===== src/rtl/fir_pkg.sv =====
// Shared types and helpers for the symmetric time-multiplexed FIR.
// Holds the default 32-tap compensation half-table, the controller state
// encoding and the round/saturate helper used on the accumulator output.
package fir_pkg;

  typedef enum logic [1:0] {
    ST_IDLE,
    ST_RUN,
    ST_DRAIN,
    ST_OUT
  } fsm_state_t;

  localparam int COMP_HALF = 16;

  // Half of the symmetric compensation response; entry 15 is the centre pair.
  // DC gain is 2 * sum = 32768 = 1.0 in Q1.15.
  localparam int FIR_COMP_COEF [COMP_HALF] = '{
    0, -3, 11, -27, 39, -11, -98, 277,
    -392, 203, 471, -1475, 2137, -1328, -2638, 19218
  };

  typedef struct packed {
    logic        sat;
    logic [63:0] value;
  } round_sat_t;

  // Default coefficient for pair k: the compensation table for the 32-tap
  // build, otherwise a centre-pair average (0.5 on the middle pair only).
  function automatic int fir_default_coef(input int k, input int taps, input int fracBits);
    if (taps == 2 * COMP_HALF) return FIR_COMP_COEF[k[3:0]];
    if (k == taps / 2 - 1) return 1 << (fracBits - 1);
    return 0;
  endfunction

  // Round half up by adding 0.5 LSB before the arithmetic shift, then clip
  // to the signed dataW range and flag whether clipping happened.
  function automatic round_sat_t round_sat(input logic signed [63:0] acc,
                                           input int fracBits, input int dataW);
    round_sat_t         r;
    logic signed [63:0] rounded;
    logic signed [63:0] maxV;
    logic signed [63:0] minV;
    rounded = (acc + (64'sd1 <<< (fracBits - 1))) >>> fracBits;
    maxV    = (64'sd1 <<< (dataW - 1)) - 64'sd1;
    minV    = -(64'sd1 <<< (dataW - 1));
    r.sat   = 1'b0;
    r.value = rounded;
    if (rounded > maxV) begin
      r.value = maxV;
      r.sat   = 1'b1;
    end else if (rounded < minV) begin
      r.value = minV;
      r.sat   = 1'b1;
    end
    return r;
  endfunction

endpackage


===== src/rtl/fir_sym_mac.sv =====
// Three-stage pre-add / multiply / accumulate pipe shared by all coefficient
// pairs. i_en marks a valid pair entering stage 1; i_clear zeroes the
// accumulator at the start of a new sample.
module fir_sym_mac #(
  parameter int DATA_W = 16,
  parameter int COEF_W = 16,
  parameter int ACC_W  = 37
) (
  input  logic                     clk,
  input  logic                     reset,
  input  logic                     i_clear,
  input  logic                     i_en,
  input  logic signed [DATA_W-1:0] i_tapA,
  input  logic signed [DATA_W-1:0] i_tapB,
  input  logic signed [COEF_W-1:0] i_coef,
  output logic signed [ACC_W-1:0]  o_acc
);

  localparam int PAIR_W = DATA_W + 1;
  localparam int PROD_W = PAIR_W + COEF_W;

  logic signed [PAIR_W-1:0] r_pair;
  logic signed [COEF_W-1:0] r_coef;
  logic                     r_v1;
  logic signed [PROD_W-1:0] r_prod;
  logic                     r_v2;
  logic signed [ACC_W-1:0]  r_acc;

  // Stage 1: symmetric pre-add of the two taps sharing one coefficient.
  always_ff @(posedge clk or posedge reset) begin
    if (reset) begin
      r_pair <= '0;
      r_coef <= '0;
      r_v1   <= 1'b0;
    end else begin
      r_pair <= {i_tapA[DATA_W-1], i_tapA} + {i_tapB[DATA_W-1], i_tapB};
      r_coef <= i_coef;
      r_v1   <= i_en;
    end
  end

  // Stage 2: signed multiply of the pair sum by its coefficient.
  always_ff @(posedge clk or posedge reset) begin
    if (reset) begin
      r_prod <= '0;
      r_v2   <= 1'b0;
    end else begin
      r_prod <= r_pair * r_coef;
      r_v2   <= r_v1;
    end
  end

  // Stage 3: accumulate valid products; clear wins so a new sample starts at 0.
  always_ff @(posedge clk or posedge reset) begin
    if (reset) begin
      r_acc <= '0;
    end else if (i_clear) begin
      r_acc <= '0;
    end else if (r_v2) begin
      r_acc <= r_acc + {{(ACC_W - PROD_W){r_prod[PROD_W-1]}}, r_prod};
    end
  end

  assign o_acc = r_acc;

endmodule


===== src/rtl/fir_sym_tdm.sv =====
// Symmetric linear-phase FIR with one shared MAC walked over TAPS/2
// coefficient pairs per sample. Build macro FIR_COEF_LOAD_EN adds a
// writable coefficient register file; without it the coefficients are
// the constant default table and the write port is ignored.
module fir_sym_tdm
  import fir_pkg::*;
#(
  parameter  int DATA_W    = 16,
  parameter  int COEF_W    = 16,
  parameter  int TAPS      = 32,
  parameter  int FRAC_BITS = 15,
  localparam int HALF      = TAPS / 2,
  localparam int AW        = $clog2(HALF),
  localparam int ACC_W     = DATA_W + 1 + COEF_W + AW,
  localparam int PW        = $clog2(TAPS)
) (
  input  logic                     clk,
  input  logic                     reset,
  input  logic signed [DATA_W-1:0] x_in,
  input  logic                     x_in_valid,
  output logic                     x_in_ready,
  output logic signed [DATA_W-1:0] y_out,
  output logic                     y_out_valid,
  output logic                     y_out_sat,
  input  logic                     coef_wr_en,
  input  logic [AW-1:0]            coef_wr_addr,
  input  logic signed [COEF_W-1:0] coef_wr_data
);

  fsm_state_t               r_state;
  fsm_state_t               w_nextState;
  logic [AW-1:0]            r_pairIdx;
  logic                     r_drainCnt;
  logic [PW-1:0]            r_wrPtr;
  logic [PW-1:0]            r_rdNew;
  logic [PW-1:0]            r_rdOld;
  logic signed [DATA_W-1:0] r_delay [TAPS];
  logic                     w_accept;
  logic                     w_issue;
  logic                     w_outStep;
  logic                     w_ready;
  logic signed [DATA_W-1:0] w_tapNew;
  logic signed [DATA_W-1:0] w_tapOld;
  logic signed [COEF_W-1:0] w_coef;
  logic signed [ACC_W-1:0]  w_acc;
  round_sat_t               w_rs;
  logic                     w_unusedRsHigh;
  logic signed [DATA_W-1:0] r_yOut;
  logic                     r_yValid;
  logic                     r_ySat;

  function automatic logic [PW-1:0] incWrap(input logic [PW-1:0] p);
    return (p == PW'(TAPS - 1)) ? '0 : p + 1'b1;
  endfunction

  function automatic logic [PW-1:0] decWrap(input logic [PW-1:0] p);
    return (p == '0) ? PW'(TAPS - 1) : p - 1'b1;
  endfunction

  // Controller state register.
  always_ff @(posedge clk or posedge reset) begin
    if (reset) r_state <= ST_IDLE;
    else       r_state <= w_nextState;
  end

  // Next state plus per-state strobes: accept in IDLE, issue pairs in RUN,
  // let the MAC pipe empty in DRAIN, publish the result in OUT.
  always_comb begin
    w_nextState = r_state;
    w_ready     = 1'b0;
    w_accept    = 1'b0;
    w_issue     = 1'b0;
    w_outStep   = 1'b0;
    case (r_state)
      ST_IDLE: begin
        w_ready = 1'b1;
        if (x_in_valid) begin
          w_accept    = 1'b1;
          w_nextState = ST_RUN;
        end
      end
      ST_RUN: begin
        w_issue = 1'b1;
        if (r_pairIdx == AW'(HALF - 1)) w_nextState = ST_DRAIN;
      end
      ST_DRAIN: begin
        if (r_drainCnt) w_nextState = ST_OUT;
      end
      ST_OUT: begin
        w_outStep   = 1'b1;
        w_nextState = ST_IDLE;
      end
      default: w_nextState = ST_IDLE;
    endcase
  end

  // Pair index during RUN and the two-cycle DRAIN counter.
  always_ff @(posedge clk or posedge reset) begin
    if (reset) begin
      r_pairIdx  <= '0;
      r_drainCnt <= 1'b0;
    end else begin
      if (w_accept)     r_pairIdx <= '0;
      else if (w_issue) r_pairIdx <= r_pairIdx + 1'b1;
      if (r_state == ST_DRAIN) r_drainCnt <= ~r_drainCnt;
      else                     r_drainCnt <= 1'b0;
    end
  end

  // Circular delay line. On acceptance the read pointers start at the newest
  // and oldest entries and then walk towards each other, one pair per cycle.
  always_ff @(posedge clk or posedge reset) begin
    if (reset) begin
      for (int i = 0; i < TAPS; i++) r_delay[i] <= '0;
      r_wrPtr <= '0;
      r_rdNew <= '0;
      r_rdOld <= '0;
    end else if (w_accept) begin
      r_delay[r_wrPtr] <= x_in;
      r_wrPtr          <= incWrap(r_wrPtr);
      r_rdNew          <= r_wrPtr;
      r_rdOld          <= incWrap(r_wrPtr);
    end else if (w_issue) begin
      r_rdNew <= decWrap(r_rdNew);
      r_rdOld <= incWrap(r_rdOld);
    end
  end

  assign w_tapNew = r_delay[r_rdNew];
  assign w_tapOld = r_delay[r_rdOld];

`ifdef FIR_COEF_LOAD_EN
  logic signed [COEF_W-1:0] r_coef [HALF];

  // Coefficient register file; writes only land while idle, so a write in
  // the same cycle as an accepted sample is already visible to its RUN.
  always_ff @(posedge clk or posedge reset) begin
    if (reset) begin
      for (int k = 0; k < HALF; k++) r_coef[k] <= COEF_W'(fir_default_coef(k, TAPS, FRAC_BITS));
    end else if (coef_wr_en && (r_state == ST_IDLE)) begin
      r_coef[coef_wr_addr] <= coef_wr_data;
    end
  end

  assign w_coef = r_coef[r_pairIdx];
`else
  logic w_unusedCoefWr;

  assign w_coef         = COEF_W'(fir_default_coef(int'(r_pairIdx), TAPS, FRAC_BITS));
  assign w_unusedCoefWr = ^{coef_wr_en, coef_wr_addr, coef_wr_data};
`endif

  fir_sym_mac #(
    .DATA_W (DATA_W),
    .COEF_W (COEF_W),
    .ACC_W  (ACC_W)
  ) u_mac (
    .clk     (clk),
    .reset   (reset),
    .i_clear (w_accept),
    .i_en    (w_issue),
    .i_tapA  (w_tapNew),
    .i_tapB  (w_tapOld),
    .i_coef  (w_coef),
    .o_acc   (w_acc)
  );

  assign w_rs           = round_sat({{(64 - ACC_W){w_acc[ACC_W-1]}}, w_acc}, FRAC_BITS, DATA_W);
  assign w_unusedRsHigh = ^w_rs.value[63:DATA_W];

  // Output register: y_out and y_out_sat hold between results, valid pulses once.
  always_ff @(posedge clk or posedge reset) begin
    if (reset) begin
      r_yOut   <= '0;
      r_yValid <= 1'b0;
      r_ySat   <= 1'b0;
    end else begin
      r_yValid <= w_outStep;
      if (w_outStep) begin
        r_yOut <= w_rs.value[DATA_W-1:0];
        r_ySat <= w_rs.sat;
      end
    end
  end

  assign x_in_ready  = w_ready;
  assign y_out       = r_yOut;
  assign y_out_valid = r_yValid;
  assign y_out_sat   = r_ySat;

endmodule


===== config.mk =====
export PLATFORM = sky130hd
export DESIGN_NAME = fir_sym_tdm
export DESIGN_NICKNAME = d
export VERILOG_FILES = /design/src/rtl/fir_pkg.sv /design/src/rtl/fir_sym_mac.sv /design/src/rtl/fir_sym_tdm.sv
export SDC_FILE = /design/constraint.sdc
export NUM_CORES = 2
export LEC_CHECK = 0
export CAP_MARGIN = 0
export CELL_PAD_IN_SITES_DETAIL_PLACEMENT = 1
export CELL_PAD_IN_SITES_GLOBAL_PLACEMENT = 2
export CORE_ASPECT_RATIO = 0.6
export CORE_MARGIN = 2
export CORE_UTILIZATION = 42
export CTS_CLUSTER_SIZE = 28
export DETAILED_ROUTE_END_ITERATION = 7
export PLACE_DENSITY_LB_ADDON = 0.1
export SLEW_MARGIN = 20
export SYNTH_ARGS = -nofsm -noshare
export SYNTH_HDL_FRONTEND = slang
export SYNTH_SLANG_ARGS = --single-unit
export TNS_END_PERCENT = 100

===== constraint.sdc =====
create_clock -name clk -period 22.1 [get_ports clk]
set_clock_uncertainty 0.05 [all_clocks]
set_input_delay 4.42 -clock clk [delete_from_list [all_inputs] [get_ports clk]]
set_output_delay 4.42 -clock clk [all_outputs]
set_load 0.05 [all_outputs]

==> results.txt <==
Syn Area/Cell - 12.72 sq um
Required @ worst endpoint - 22.52 ns
GRT Max-Usage Layer - met1
sequential share of the synthesized area - 0.3602
Finished Cell Area - 49680 sq um
Post-Syn Instances - 3577
most frequent cells in the layout - 647 x dfrtp_1, 542 x mux2_2, 349 x inv_1
post-synth net total - 4052
global-route wire length before repair - 209800 um
main combinational cell family by area after synthesis - multiplexers
Final Max Tran Viols - 0
Synth cell types - 81
Arr. time, crit path - 8.72 ns
root buf cell - clkbuf_16
hold crit path type - reg -> reg
Fillers - 10814
area grow syn2layout - 9.175%
share of cells above drive strength 1 - 0.3095
fmax - 120.4 MHz
Final Hold Viols - 0
worst-skew pair later-pin latency - 0.66 ns
post-synthesis adder-cell area fraction - 0.1657
Placed Area - 47320 sq um
WP buf/inv - 5
synthesis warning total - 0
slowest cell on the critical path - dfrtp_1
CP top delay family - adder cells
htree depth - 3
Rows - 93
# resized after CTS - 0
Synth Area in Simple Gates - 0.06530
grt met3 use - 0.04698
setup_tns - 0 ns
#FFs+latches synth - 655
Most common cell on crit path - fa_1
Slew headroom - 0.2720
multiplexer share of the synthesized area - 0.2998
Nets - 3988
Core Region - 107400 sq um
top_reg_cell synth - dfrtp_1
met2 Use GR - 0.3567
DR iter-0 viols - 1728
port bufs - 37
DRT antenna net count - 0
fin crit share - 0.3757
async set or reset register ratio after synthesis - 1.000
Initial Util - 0.4237
CP Capture Type - flop
RSZ-0062 raised after global routing - false
Worst Tran Pin Value - 1.089 ns
crit-path cells - nand2_1 -> fa_1 -> inv_1 -> fa_1 -> inv_1 -> fa_1 -> inv_1 -> fa_1 -> fa_1 -> inv_1 -> fa_1 -> inv_1 -> ha_1 -> and3_1 -> a221o_1 -> a21oi_1 -> nor3b_1 -> nand3b_1 -> a21boi_1 -> a311oi_1 -> o31a_1 -> o21bai_1 -> xnor2_1
clock buffer depth - 3
synthesized area - 45510 sq um
critical path fanouts, max - 17
die area - 111100 sq um
height of the die - 259.0 um
critical path startpoint category - flop
DPL Wire Length - 94180 um
largest net degree at the start of global routing - 198
Final Wtd Congestion - 0.8478
final setup vio count - 0
total number of vias - 29275
CTS Sinks - 655
Crit path depth - 23
GRT overflow - 0
CP max stage delay - 0.89 ns
via count of the first global-routing pass - 32123
crit path kind - reg -> reg
Die Wd - 428.9 um
CTS Buf Count - 71
number of flops mapped to enable cells by yosys - 0
post-CTS setup buffer count - 0
XOR/XNOR Fraction of Synth Area - 0.01867
antenna violations before repair - 7
complex-gate fraction of the synthesized area - 0.04138
hold depth - 0
fin crit period - 8.303 ns
FF+latch area - 16410 sq um
DRC errors left - 0
DR pass1 iterations - 7
Post-CTS Hold Fix Bufs - 0
Worst-path clk slew - 0.06 ns
max_cap viols - 0
GRT met1 Usage - 0.3979
outcome - finished, final reports clean
CTS tree - done
drt via density - 5.863
IO Pins - 59
area of the multi-input gates - 26930 sq um
Post-Route WL - 136400 um
GRT Total Usage - 0.2519
WL/cell - 27.32 um
commonest non-fill, non-tap cell in the layout - dfrtp_1
FF-to-FF path depth - 23
## synth_stat cells (all sizes together), types with 3 or more instances
cell type	instances	area share
dfrtp	655	0.36
mux2	542	0.13
inv	350	0.029
mux4	321	0.16
fa	278	0.12
nand2	217	0.018
clkbuf	196	0.016
ha	157	0.043
nor2	143	0.012
and2	111	0.015
a21oi	77	0.0086
xnor2	73	0.014
o21ai	60	0.0067
nand3	47	0.0052
buf	42	0.0038
a21o	35	0.0058
mux2i	31	0.0068
xor2	24	0.0046
a211oi	20	0.0033
and3	16	0.0022
nor2b	15	0.0021
nand2b	14	0.0019
nor3	14	0.0015
o21a	11	0.0018
a31oi	9	0.0012
nand4	8	0.0012
nor3b	8	0.0013
a311oi	7	0.0015
o31ai	7	0.0013
or3	7	0.00099
o21bai	6	0.00099
or2	6	0.00082
a21boi	5	0.00091
nand3b	5	0.00082
o211ai	5	0.00082
nand4b	4	0.00077
o31a	4	0.00077
a211o	3	0.00058
a221oi	3	0.00058
a41oi	3	0.00074
o41ai	3	0.00058
or4	3	0.00049
## layer usage
metal  up-vias  routed length (um)
li1      12457                   -
met1     15987               69350
met2       657               56850
met3       170                7325
met4         4                2853
met5         -                  30
## kinds of logic after synthesis
family                   after synthesis
AO/OA/AOI/OAI                        282
XOR/XNOR                              97
adder cells (fa/ha/maj)              436
buffers and inverters                590
flip-flops                           655
multiplexers                         894
AND/OR/NAND/NOR                      623
## state kept, by name, summed over array words and instances (netlist names)
name / count
r_delay: 512
u_mac.o_acc: 37
u_mac.r_prod: 33
u_mac.r_pair: 17
y_out: 16
u_mac.r_coef: 14
r_rdNew: 5
r_rdOld: 5
r_wrPtr: 5
r_pairIdx: 4
r_state: 2
r_drainCnt: 1
u_mac.r_v1: 1
u_mac.r_v2: 1
y_out_sat: 1
y_out_valid: 1
## per-stage QoR
stage	hold slack [ns]	setup WS (ns)	utilization	instances
3_3_place_gp	0.2831	13.99	0.4405	4864
3_5_place_dp	0.2963	13.80	0.4405	4864
2_1_floorplan	0.2812	8.677	-	3577
4_1_cts	0.3081	13.92	0.4629	4988
5_1_grt	0.3247	13.42	0.4625	4990
6_report	0.3042	13.80	0.4626	4993
## final timing paths
check	startpoint	end	slack [ns]
max in group asynchronous	reset	r_delay[365]	14.63
worst max-delay path	u_mac.r_coef[7]	u_mac.r_prod[32]	13.80
min in group asynchronous	reset	r_delay[194]	4.29
worst min-delay path	u_mac.r_v1	u_mac.r_v2	0.30
worst max register to register	u_mac.r_coef[7]	u_mac.r_prod[32]	13.80
worst min register to register	u_mac.r_v1	u_mac.r_v2	0.30
## worst register-to-register path, delay by kind of cell, from the launching register on
kind                       cells  cell delay, ns
and+or+nand+nor                4            1.02
adders and majority gates      7            3.52
AOI/OAI and AO/OA              6            1.77
DFF                            1            0.89
buffers and inverters          5            0.31
xor gates and xnor gates       1            0.55
## final cells by class
type	count	share of cell area
clock buffer	98	0.04188
timing repair buffer	101	0.01662
clock inverter	26	0.006397
multi-input combinational	2332	0.5420
inverter	352	0.02667
tap	1425	0.03589
antenna	4	0.0002015
sequential	655	0.3303
Power is left out: the tool's default activity adds up to more than one toggle a clock period on the data nets, which glitch-free logic cannot reach.
